File: config.mk
export PLATFORM = sky130hd
export DESIGN_NAME = fifo_rd_stream
export DESIGN_NICKNAME = d
export VERILOG_FILES = /design/src/rtl/fifo_rd_stream_pkg.sv /design/src/rtl/rd_skid_buf.sv /design/src/rtl/fifo_rd_stream.sv
export SDC_FILE = /design/constraint.sdc
export NUM_CORES = 1
export LEC_CHECK = 0
export BUFFER_PORTS_ARGS = -buffer_cell sky130_fd_sc_hd__buf_2
export CAP_MARGIN = 20
export CORE_ASPECT_RATIO = 0.8
export CORE_MARGIN = 5
export CORE_UTILIZATION = 40
export CTS_BUF_LIST = sky130_fd_sc_hd__clkbuf_8
export DETAILED_ROUTE_END_ITERATION = 8
export GPL_TIMING_DRIVEN = 0
export PLACE_DENSITY_LB_ADDON = 0.3
export SYNTH_ARGS = -nofsm -noshare
export SYNTH_HDL_FRONTEND = slang
export SYNTH_SLANG_ARGS = --single-unit
File: constraint.sdc
create_clock -name rclk -period 2.35 [get_ports rclk]
set_input_delay 0.47 -clock rclk [delete_from_list [all_inputs] [get_ports rclk]]
set_output_delay 0.47 -clock rclk [all_outputs]
set_load 0.02 [all_outputs]
File: src/rtl/fifo_rd_stream_pkg.sv
// Shared definitions for the FIFO read-side stream adapter.
// Buffer depth, default word width and pointer helper.
package fifo_rd_stream_pkg;

  localparam int DATASIZE_DFLT = 8;
  localparam int BUF_DEPTH     = 3;

  typedef logic [1:0] ptr_t;

  function automatic ptr_t ptr_inc(input ptr_t p);
    return (p == ptr_t'(BUF_DEPTH - 1)) ? ptr_t'(0) : p + ptr_t'(1);
  endfunction

endpackage

File: src/rtl/rd_skid_buf.sv
// Three-entry circular buffer: push at tail, pop at head,
// synchronous clear, occupancy and head word out.
module rd_skid_buf
  import fifo_rd_stream_pkg::*;
#(
  parameter int DW = DATASIZE_DFLT
) (
  input  logic          i_clk,
  input  logic          i_rst_n,
  input  logic          i_push,
  input  logic          i_pop,
  input  logic          i_clr,
  input  logic [DW-1:0] i_wdata,
  output logic [DW-1:0] o_head,
  output logic [1:0]    o_occ
);

  logic [DW-1:0] r_mem [BUF_DEPTH];
  logic [1:0]    r_head;
  logic [1:0]    r_tail;
  logic [1:0]    r_occ;

  // Storage, pointers and occupancy; clear wins over push/pop.
  always_ff @(posedge i_clk or negedge i_rst_n) begin
    if (!i_rst_n) begin
      for (int i = 0; i < BUF_DEPTH; i++) begin
        r_mem[i] <= '0;
      end
      r_head <= '0;
      r_tail <= '0;
      r_occ  <= '0;
    end else if (i_clr) begin
      r_head <= '0;
      r_tail <= '0;
      r_occ  <= '0;
    end else begin
      if (i_push) begin
        r_mem[r_tail] <= i_wdata;
        r_tail        <= ptr_inc(r_tail);
      end
      if (i_pop) begin
        r_head <= ptr_inc(r_head);
      end
      r_occ <= r_occ + {1'b0, i_push} - {1'b0, i_pop};
    end
  end

  assign o_head = r_mem[r_head];
  assign o_occ  = r_occ;

endmodule

File: src/rtl/fifo_rd_stream.sv
// FIFO read port to valid/ready stream adapter (read domain).
// Requests are issued from registered state only, never m_ready.
module fifo_rd_stream
  import fifo_rd_stream_pkg::*;
#(
  parameter int DATASIZE = DATASIZE_DFLT,
  parameter int CNTSIZE  = 16
) (
  input  logic                rclk,
  input  logic                rst_n,
  input  logic                empty,
  input  logic [DATASIZE-1:0] rdata,
  output logic                rinc,
  output logic                m_valid,
  output logic [DATASIZE-1:0] m_data,
  input  logic                m_ready,
  input  logic                flush,
  output logic [CNTSIZE-1:0]  xfer_cnt,
  output logic                busy
);

  logic               r_pend;
  logic [CNTSIZE-1:0] r_cnt;
  logic [1:0]         w_occ;
  logic [2:0]         w_fill;
  logic               w_hs;
  logic               w_push;
  logic               w_pop;

  // Pop request: room for one more counting the word in flight.
  // Gated by rst_n so the FIFO is never popped while held in reset.
  always_comb begin
    w_fill = {1'b0, w_occ} + {2'b00, r_pend};
    rinc   = rst_n && !empty && !flush
             && (w_fill < 3'(BUF_DEPTH));
  end

  assign m_valid = (w_occ != 2'd0);
  assign w_hs    = m_valid && m_ready;
  assign w_push  = r_pend && !flush;
  assign w_pop   = w_hs && !flush;

  rd_skid_buf #(
    .DW(DATASIZE)
  ) u_buf (
    .i_clk  (rclk),
    .i_rst_n(rst_n),
    .i_push (w_push),
    .i_pop  (w_pop),
    .i_clr  (flush),
    .i_wdata(rdata),
    .o_head (m_data),
    .o_occ  (w_occ)
  );

  // In-flight tracker: RAM returns data one cycle after rinc.
  always_ff @(posedge rclk or negedge rst_n) begin
    if (!rst_n) begin
      r_pend <= 1'b0;
    end else begin
      r_pend <= rinc;
    end
  end

  // Completed handshakes; a flush-cycle handshake is discarded.
  always_ff @(posedge rclk or negedge rst_n) begin
    if (!rst_n) begin
      r_cnt <= '0;
    end else if (w_pop) begin
      r_cnt <= r_cnt + 1'b1;
    end
  end

  assign xfer_cnt = r_cnt;
  assign busy     = m_valid || r_pend;

endmodule

### Word level (Yosys, flattened, before mapping)

Index checks and enable logic that the tools add are counted.

| cells by class | value |
|---|---|
| $add $sub $neg | 6 |
| bitwise gates (word level) | 3 |
| equal/unequal tests | 2 |
| reduce and logical (&&, ||, !) cells | 14 |
| multiplexer cells | 13 |
| magnitude comparators | 4 |

Operators by type and width:

| kind | number |
|---|---|
| 24-bit bitwise mux | 1 |
| 8-bit two-way mux | 3 |
| 16-bit by 1-bit adder with 16-bit output, second input constant | 1 |
| 8-bit binary-select mux with 2-bit select | 1 |
| 8-bit demux with 2-bit select | 1 |
| 2-bit two-way mux | 7 |
| 1-bit logical AND | 7 |
| 3-bit >= comparator, second input constant | 2 |
| 2-bit inverter with 3-bit output | 2 |
| 2-bit nonzero test | 3 |
| 2-bit by 1-bit adder with 2-bit output, second input constant | 2 |
| 2-bit == test, second input constant | 2 |
| 2-bit by 1-bit adder with 3-bit output | 1 |
| 3-bit by 1-bit < comparator with 1-bit output, second input constant | 1 |
| 3-bit by 2-bit < comparator with 1-bit output, second input constant | 1 |
| 2-bit by 1-bit adder with 2-bit output | 1 |
| 1-bit zero test | 2 |
| 2-bit AND reduction | 1 |
| 2-bit by 1-bit subtractor with 2-bit output | 1 |
| 1-bit logical OR | 1 |
| 1-bit inverter | 1 |

| word-level totals | value |
|---|---|
| logic and storage cells | 50 |
| register bits | 47 |
| output and inout port bits | 27 |

### Logic depth before layout (Yosys ltp)

Gate-level depths: netlist of the first run.

| logic depth | value |
|---|---|
| word-level depth | 6 |
| depth in mapped cells | 7 |
| depth with buffers taken out | 7 |

### By module

A second synthesis of the first run with hierarchy kept.

| second synthesis, totals | value |
|---|---|
| cells, all modules | 164 |
| area total of the unflattened synthesis | 2218.4 sq um |

Modules (own cells, without submodules):

| module | sequential area each (sq um) | cells each | times used | area an instance (sq um) |
|---|---|---|---|---|
| rd_skid_buf | 750.7 | 99 | 1 | 1403.8 |
| fifo_rd_stream | 425.4 | 65 | 1 | 814.5 |

### Worst setup path before layout of the first run

No wires, ideal clock.

| path | value |
|---|---|
| path kind | reg2out |
| from | register r_pend |
| to | output rinc |
| data arrival time | 1.757 ns |
| path buffers | 0 |
| slack | 0.123 ns |
| cell stages (with the launch flop) | 5 |
| cells stage by stage | dfrtp_1 > ha_1 > ha_1 > or4b_2 > a21oi_1 |

| on the way | value |
|---|---|
| longest elaborated chain between the ends | 3 |

RTL lines:

| what | line | text |
|---|---|---|
| start: declaration | fifo_rd_stream.sv:22 | `logic r_pend;` |
| start signal: assignment | fifo_rd_stream.sv:61 | `r_pend <= rinc;` |
| 2-bit by 1-bit adder with 3-bit output | fifo_rd_stream.sv:33 | `w_fill = {1'b0, w_occ} + {2'b00, r_pend};` |
| 3-bit by 2-bit < comparator with 1-bit output | fifo_rd_stream.sv:35 | `&& (w_fill < 3'(BUF_DEPTH));` |
| 1-bit logical AND | fifo_rd_stream.sv:35 |  |
| end: declaration | fifo_rd_stream.sv:13 | `output logic rinc,` |

No other way between the ends.

### Worst setup path in the final report of the first run

Ends and elaborated chain as after synthesis.

==> results of run 1 <==
logic make-up (layout without fill, tap and decap cells):
group,Yosys count,count (layout),share of synthesized area
multiplexers,35,35,0.176
AND/OR/NAND/NOR,47,47,0.144
XOR/XNOR,17,17,0.0686
buffers and inverters,6,64,0.0121
adder cells (fa/ha/maj),5,5,0.0288
AO/OA/AOI/OAI,12,12,0.0294
flip-flops,47,47,0.542
path summary, 6_finish.rpt:
check | from | end | slack, ns | cells past startpoint
worst min-delay path | rst_n | u_buf.r_mem[0] | 0.08 | 1
max in group asynchronous | rst_n | r_pend | 1.95 | 1
worst max-delay path | r_pend | rinc | 0.02 | 5
worst max register to register | r_pend | r_pend | 0.04 | 13
min in group rclk | rdata[4] | u_buf.r_mem[20] | 0.42 | 2
worst min register to register | xfer_cnt[15] | xfer_cnt[15] | 0.47 | 1
per-layer routing:
layer	wire length (um)	GRT usage
met1	2050	0.170
met2	2010	0.219
met5	0	0
met3	127	0.0316
met4	70	0.0593
metrics by stage:
stage	setup TNS [ns]	worst slack (ns)	cells
after CTS	0	0.0368	292
after detailed placement	-0.508	-0.508	273
final	0	0.0163	292
after floorplan	0	0.123	169
after global routing	-0.0309	-0.0231	292
after global placement	-0.477	-0.477	273
sequential cells by signal, summed over array words and instances (netlist names):
signal        count
u_buf.r_head      2
xfer_cnt         16
u_buf.r_mem      24
r_pend            1
u_buf.o_occ       2
u_buf.r_tail      2
power by group:
part,switching (W),internal [W],leakage [nW],total [W]
clock network,0.000284,0.000207,0.0402,0.000492
registers,0.0000626,0.000893,0.630,0.000955
logic,0.000202,0.000160,0.628,0.000362
total,0.000548,0.00126,1.30,0.00181
worst max-delay path, delay by kind of cell, from the launching register on:
kind / cells / cell delay, ns
AND/OR/NAND/NOR: 1 / 0.50
flip-flops: 1 / 0.41
adder cells (fa/ha/maj): 2 / 0.34
AO/OA/AOI/OAI: 1 / 0.17
buffers and inverters: 1 / 0.14
timing repair:
action / 4_1_cts / 5_1_grt
hold buffers: 0 / 0
gates resized for setup: 6 / 5
endpoints found under the setup margin: 1 / 2
setup buffers: 11 / 0
endpoints found under the hold margin: 0 / 0
placed cells by master (no fill, tap or decap), types with 3 or more instances in the layout:
cell type	instances
nor2_1	6
nand4_1	4
xnor2_1	10
buf_4	10
o21ai_0	8
dfrtp_1	46
ha_1	3
buf_2	40
mux2i_1	10
nand3_1	5
nand2_1	12
clkbuf_8	5
buf_6	3
mux2_2	25
xor2_1	7
cell type report:
| type | count | area, sq um |
|---|---|---|
| Buffer | 5 | 22.5 |
| Clock buffer | 5 | 68.8 |
| Clock inverter | 3 | 20.0 |
| Fill cell | 494 | 2690 |
| Inverter | 1 | 3.75 |
| Multi-Input combinational cell | 116 | 988 |
| Sequential cell | 47 | 1180 |
| Tap cell | 65 | 81.3 |
| Timing Repair Buffer | 50 | 294 |
==> results.cfg, run 1 <==
[synthesis]
ys_warn_count = 0
synth_top_area_cell = dfrtp_1
synth-async-reset-ratio = 1.00
netlist_top_cells_area = dfrtp_1 54%, mux2_2 13%, mux2i_1 4.6%
synth_top_area_frac = 0.542
synth_edf_count = 0
syn_area_per_cell_sq_um = 12.8
synth_most_common_cell = dfrtp_1
synth_seq_area_share = 0.542
synthFlopType = dfrtp_1
synth_nets = 187
synth.distinct_cells = 31
synth_cells = 169
yosys-top-cells-count = 47 x dfrtp_1, 25 x mux2_2, 12 x nand2_1
synth.ff_latch_count = 47
netlist_area_sq_um = 2170

[place]
place_congestion = 0.742
dp_hpwl_mm = 2.79
placed_area_sq_um = 2450
port_buffers = 39

[sta]
timing.final.crit_period_ns = 2.33
skew_ns = 0.00547
worst_pin_slew_ns = 0.529
min_period_over_period = 0.993
max_slew_margin = 0.647
fmax_mhz = 429
rsz0062_at_grt = yes
slew_violations = 0
hold_viol_final = 0
fin_hold_ws_ns = 0.0831
finalSetupViolations = 0

[clock_network]
cts_num_sinks = 47
htreeDepth = 2
cts_buffers = 5
cts_tree = done
root_buffer = clkbuf_8
cts_buffer_depth = 2
path_clk_slew_ns = 0.09
insertion_delay_ns = 0.30

[layout]
area_growth_syn_to_layout_pct = 22.4
diodes = 0
drive_gt1_frac = 0.432
postLayoutCoreUtil = 0.497
fin_nets = 244
stdcell_area_sq_um = 2660

[floorplanning]
fp-row-count = 24
core-area_sq_um = 5350
fp.dieH_um = 75.9
start_util = 0.406
die_x_um = 92.4
pin_count = 40
die_area_sq_um = 7010

[route]
drt-total-wl_mm = 4.25
via_per_inst = 4.97
drt-initial-drc-count = 49
via_count = 1451
ant_nets = 0
drc = 0
firstDrtPassIters = 4
wl_per_cell_um = 14.6

[global_route]
grt_pass1_vias = 1471
grt_usage = 0.133
grt_pass1_wl_mm = 7.16
antenna_found_initial = 0
grt_max_degree = 49
grt_overflow = 0

[power]
power_density_nw_per_um2 = 681
irDropWorstVdd_v = 0.000343
p_leak_nw = 1.30
p_total_w = 0.00181

[run_status]
status = completed

[setup_path]
arrival_ns = 1.86
critPathMaxFanout = 2
path_class = reg2out
endpoint_kind = output port
required_ns = 1.88
cpMostUsedCell = ha_2
start_kind = flip-flop
path_cells = ha_2 > ha_2 > or4b_4 > a21oi_4 > buf_6
critPathMaxStageDelay_ns = 0.50
cp_slowest_cell = or4b_4

[run]
cap_violations = 0

[hold_path]
hold_path.class = in2async
(Power assumes the default switching activity.)
==> run 2, diff against run 1 <==
Settings changed: CORE_MARGIN 5 to default, CTS_BUF_LIST sky130_fd_sc_hd__clkbuf_8 to default.
==> results.cfg, run 2 (synthesis results as in run 1) <==
[route]
drt-total-wl_mm = 4.02
wl_per_cell_um = 14.4
via_per_inst = 5.06
ant_nets = 0
drt-initial-drc-count = 82
drc = 3
firstDrtPassIters = 8
via_count = 1417

[global_route]
grt_pass1_vias = 1359
antenna_found_initial = 0
grt_usage = 0.159
grt_pass1_wl_mm = 6.74
grt_overflow = 0
grt_max_degree = 49

[sta]
hold_viol_final = 0
skew_ns = 0.00305
min_period_over_period = 0.976
max_slew_margin = 0.651
worst_pin_slew_ns = 0.524
timing.final.crit_period_ns = 2.29
slew_violations = 0
setup_slack_ns = 0.0559
fmax_mhz = 436
rsz0062_at_grt = no
finalSetupViolations = 0

[layout]
area_growth_syn_to_layout_pct = 19.9
top_register = u_buf.r_mem
drive_gt1_frac = 0.404
diodes = 0
mostFrequentLayoutCells = 46 x dfrtp_1, 40 x buf_2, 25 x mux2_2
final_common_cell = dfrtp_1
fin_nets = 236
final-seq-area_sq_um = 1180
largest_register_ffs = 24
multiInputGateArea_sq_um = 988
stdcell_area_sq_um = 2600
fin_cells = 280
fillers = 470

[power]
switching_share = 0.277
p_leak_nw = 1.27
power_density_nw_per_um2 = 722
p_clk_frac = 0.304
irDropWorstVdd_v = 0.000262
p_int_w = 0.00136
p_sw_w = 0.000521
comb_power_share = 0.188
p_seq_frac = 0.508
p_total_w = 0.00188

[run]
cap_violations = 0

[setup_path]
path_class = reg2out
reg2reg_from = u_buf.o_occ[0]
reg2reg_depth = 7
endpoint_kind = output port
arrival_ns = 1.82
critPathMaxFanout = 2
required_ns = 1.88
r2r_slack_ns = 0.31
r2r-end = u_buf.o_occ[0]
critPathLaunch = r_pend
start_kind = flip-flop

[clock_network]
cts_tree = done
path_clk_slew_ns = 0.08
cts_num_sinks = 47
cts_buffers = 5
postCtsHoldBufs = 0
root_buffer = clkbuf_8
cts_buffer_depth = 2
htreeDepth = 2
insertion_delay_ns = 0.30

[place]
port_buffers = 39
pre_cts_ws_ns = -0.468
post-place-cells = 270
dp_hpwl_mm = 2.75
placed_area_sq_um = 2440
place_congestion = 0.702

[run_status]
violations = DRC
status = finished with violations

[floorplanning]
fp-row-count = 23
pin_count = 40
die_area_sq_um = 5730
core-area_sq_um = 5120
start_util = 0.424
fp.dieH_um = 67.9
die_x_um = 84.4

[hold_path]
hold_path.class = in2async
run 2: changes by cell type in the layout (fill, tap and decap cells not counted):
cell / before / now
bufinv_16: 0 / 1
clkbuf_1: 1 / 2
buf_6: 3 / 2
buf_4: 10 / 3
clkinv_2: 1 / 0
clkinvlp_4: 2 / 0
run 2: power groups by stage:
stage | logic, W | registers, W | clock network [W]
after global routing | 0.000392 | 0.000967 | 0.000614
final | 0.000354 | 0.000954 | 0.000571
after CTS | 0.000354 | 0.000954 | 0.000583
after detailed placement | 0.000348 | 0.000971 | 0
after global placement | 0.000340 | 0.000969 | 0
after floorplan | 0.000203 | 0.000985 | 0
run 2: timing repair:
action | CTS | global route
endpoints found under the setup margin | 1 | 1
pin swaps | 0 | 0
gates resized for setup | 6 | 4
cloned | 0 | 0
setup buffers | 2 | 1
run 2: per-stage QoR:
| step | setup TNS [ns] | util | hold WS (ns) |
|---|---|---|---|
| 3_3_place_gp | -0.484 | 0.477 | 0.458 |
| 4_1_cts | 0 | 0.503 | 0.190 |
| 3_5_place_dp | -0.468 | 0.477 | 0.463 |
| 2_1_floorplan | 0 | - | 0.174 |
| 6_report | 0 | 0.508 | 0.0820 |
| 5_1_grt | 0 | 0.508 | 0.112 |
run 2: how the worst max path moves through the flow:
| stage | end | slack [ns] | cells past startpoint |
|---|---|---|---|
| finish | rinc | 0.06 | 5 |
| global route | rinc | 0.008 | 5 |
| CTS | rinc | 0.03 | 5 |
| detailed placement | rinc | -0.47 | 4 |
| global placement | rinc | -0.48 | 4 |
| floorplan | rinc | 0.12 | 4 |
run 2: final cells by class:
| cell class | count | area share |
|---|---|---|
| inverters | 1 | 0.00144 |
| well taps | 62 | 0.0298 |
| multi-input cells | 116 | 0.380 |
| repair buffers | 42 | 0.0885 |
| flip-flops and latches | 47 | 0.452 |
| plain buffers | 5 | 0.00865 |
| clock buffers | 6 | 0.0279 |
| clock inverters | 1 | 0.0115 |
run 2: critical path: stages, from the launching register on:
cell,delay (ns)
dfrtp_2,0.42
ha_2,0.18
ha_2,0.16
or4b_4,0.49
a21oi_4,0.15
buf_6,0.13
run 2: layer usage:
metal,vias up,GRT usage,share of wire
li1,693,-,-
met2,36,0.233,0.42
met5,-,0,0
met3,8,0.0434,0.052
met1,680,0.221,0.51
met4,0,0.0763,0.019
==> run 3, diff against run 2 <==
Settings changed: BUFFER_PORTS_ARGS -buffer_cell sky130_fd_sc_hd__buf_2 to default, DONT_BUFFER_PORTS from default to 1.
==> results.cfg, run 3 (synthesis results as in run 1) <==
[floorplanning]
die_area_sq_um = 5730
pin_count = 40
core-area_sq_um = 5120
die_x_um = 84.4
start_util = 0.424
fp.dieH_um = 67.9
fp-row-count = 23

[setup_path]
critPathMaxFanout = 2
path_class = reg2out
reg2reg_depth = 7
required_ns = 1.88
arrival_ns = 1.78
endpoint_kind = output port
start_kind = flip-flop

[clock_network]
path_clk_slew_ns = 0.08
htreeDepth = 2
cts_buffers = 5
cts_tree = done
cts_num_sinks = 47
insertion_delay_ns = 0.29
cts_buffer_depth = 2
root_buffer = clkbuf_8

[route]
wl_met2_mm = 1.98
drc = 6
via_per_inst = 5.46
drt-initial-drc-count = 76
firstDrtPassIters = 6
via_count = 1321
maxUsedRoutingLayer = met4
wl_per_cell_um = 16.8
drt-total-wl_mm = 4.06
wl_met3_um = 272
m1WireLength_mm = 1.78
ant_nets = 0

[sta]
worst_pin_slew_ns = 0.741
rsz0062_at_grt = no
max_slew_margin = 0.501
fmax_mhz = 444
hold_viol_final = 0
min_period_over_period = 0.959
skew_ns = 0.00288
slew_violations = 0
finalSetupViolations = 0
timing.final.crit_period_ns = 2.25
fin_hold_ws_ns = 0.0143
tns_ns = 0

[place]
dp_hpwl_mm = 2.89
place_congestion = 0.715
port_buffers = 0

[global_route]
grt_pass1_wl_mm = 6.72
grt_max_degree = 48
grt_overflow = 0
grt_usage = 0.157
antenna_found_initial = 0
grt_pass1_vias = 1333

[power]
power_density_nw_per_um2 = 734
p_leak_nw = 1.09
irDropWorstVdd_v = 0.000292

[layout]
fillers = 473
fin_nets = 197
final_common_cell = dfrtp_1
final-seq-area_sq_um = 1180
mostFrequentLayoutCells = 46 x dfrtp_1, 25 x mux2_2, 12 x nand2_1
diodes = 0
area_growth_syn_to_layout_pct = 10.9
drive_gt1_frac = 0.267
top_register = u_buf.r_mem
largest_register_ffs = 24
multiInputGateArea_sq_um = 983

[run_status]
violations = DRC
status = finished with violations

[hold_path]
hold_path.class = in2async

[run]
cap_violations = 0
==> run 3: repair_timing <==
item / in CTS / in global routing
gates resized for setup: 4 / 0
hold endpoints to repair: 47 / 0
hold buffers: 1 / 0
setup buffers: 2 / 0
setup endpoints to repair: 1 / 0
==> run 3: power breakdown <==
part | total (W) | internal [W] | switching, W
Sequential | 0.000983 | 0.000892 | 0.0000908
Clock | 0.000523 | 0.000269 | 0.000254
Combinational | 0.000261 | 0.000107 | 0.000154
==> run 3: final cells by class <==
| type | count | area share |
|---|---|---|
| Sequential cell | 47 | 0.489 |
| Clock buffer | 8 | 0.0416 |
| Tap cell | 62 | 0.0322 |
| Timing Repair Buffer | 3 | 0.0177 |
| Inverter | 1 | 0.00156 |
| Buffer | 5 | 0.00936 |
| Multi-Input combinational cell | 116 | 0.409 |
==> run 3: metrics by stage <==
stage / utilization / area, sq um / setup slack [ns] / total power (W) / cells
after floorplan: - / 2170 / 0.123 / 0.00119 / 169
after global placement: 0.439 / 2250 / 0.0413 / 0.00122 / 231
after detailed placement: 0.439 / 2250 / -0.0234 / 0.00124 / 231
after CTS: 0.470 / 2410 / 0.0754 / 0.00179 / 242
after global routing: 0.470 / 2410 / 0.0116 / 0.00187 / 242
final: 0.470 / 2410 / 0.0960 / 0.00177 / 242
==> run 3: worst max-delay path, cell delays in order (launching register included) <==
cell and delay, ns:
dfrtp_2 0.41, ha_1 0.19, ha_1 0.18, or4b_4 0.50, a21oi_4 0.22
==> run 3: final timing paths <==
kind / slack (ns) / startpoint / to
max reg2reg: 0.30 / u_buf.o_occ[0] / u_buf.o_occ[0]
max: 0.1 / r_pend / rinc
max in group asynchronous: 2.13 / rst_n / r_pend
min reg2reg: 0.51 / u_buf.r_mem[16] / u_buf.r_mem[16]
min: 0.01 / rst_n / u_buf.o_occ[1]
min in group rclk: 0.32 / rdata[1] / u_buf.r_mem[1]
==> run 3: layer usage <==
metal	GRT usage	vias to the layer above
met5	0	-
met1	0.199	672
met4	0.0508	0
met2	0.256	32
li1	-	613
met3	0.0567	4
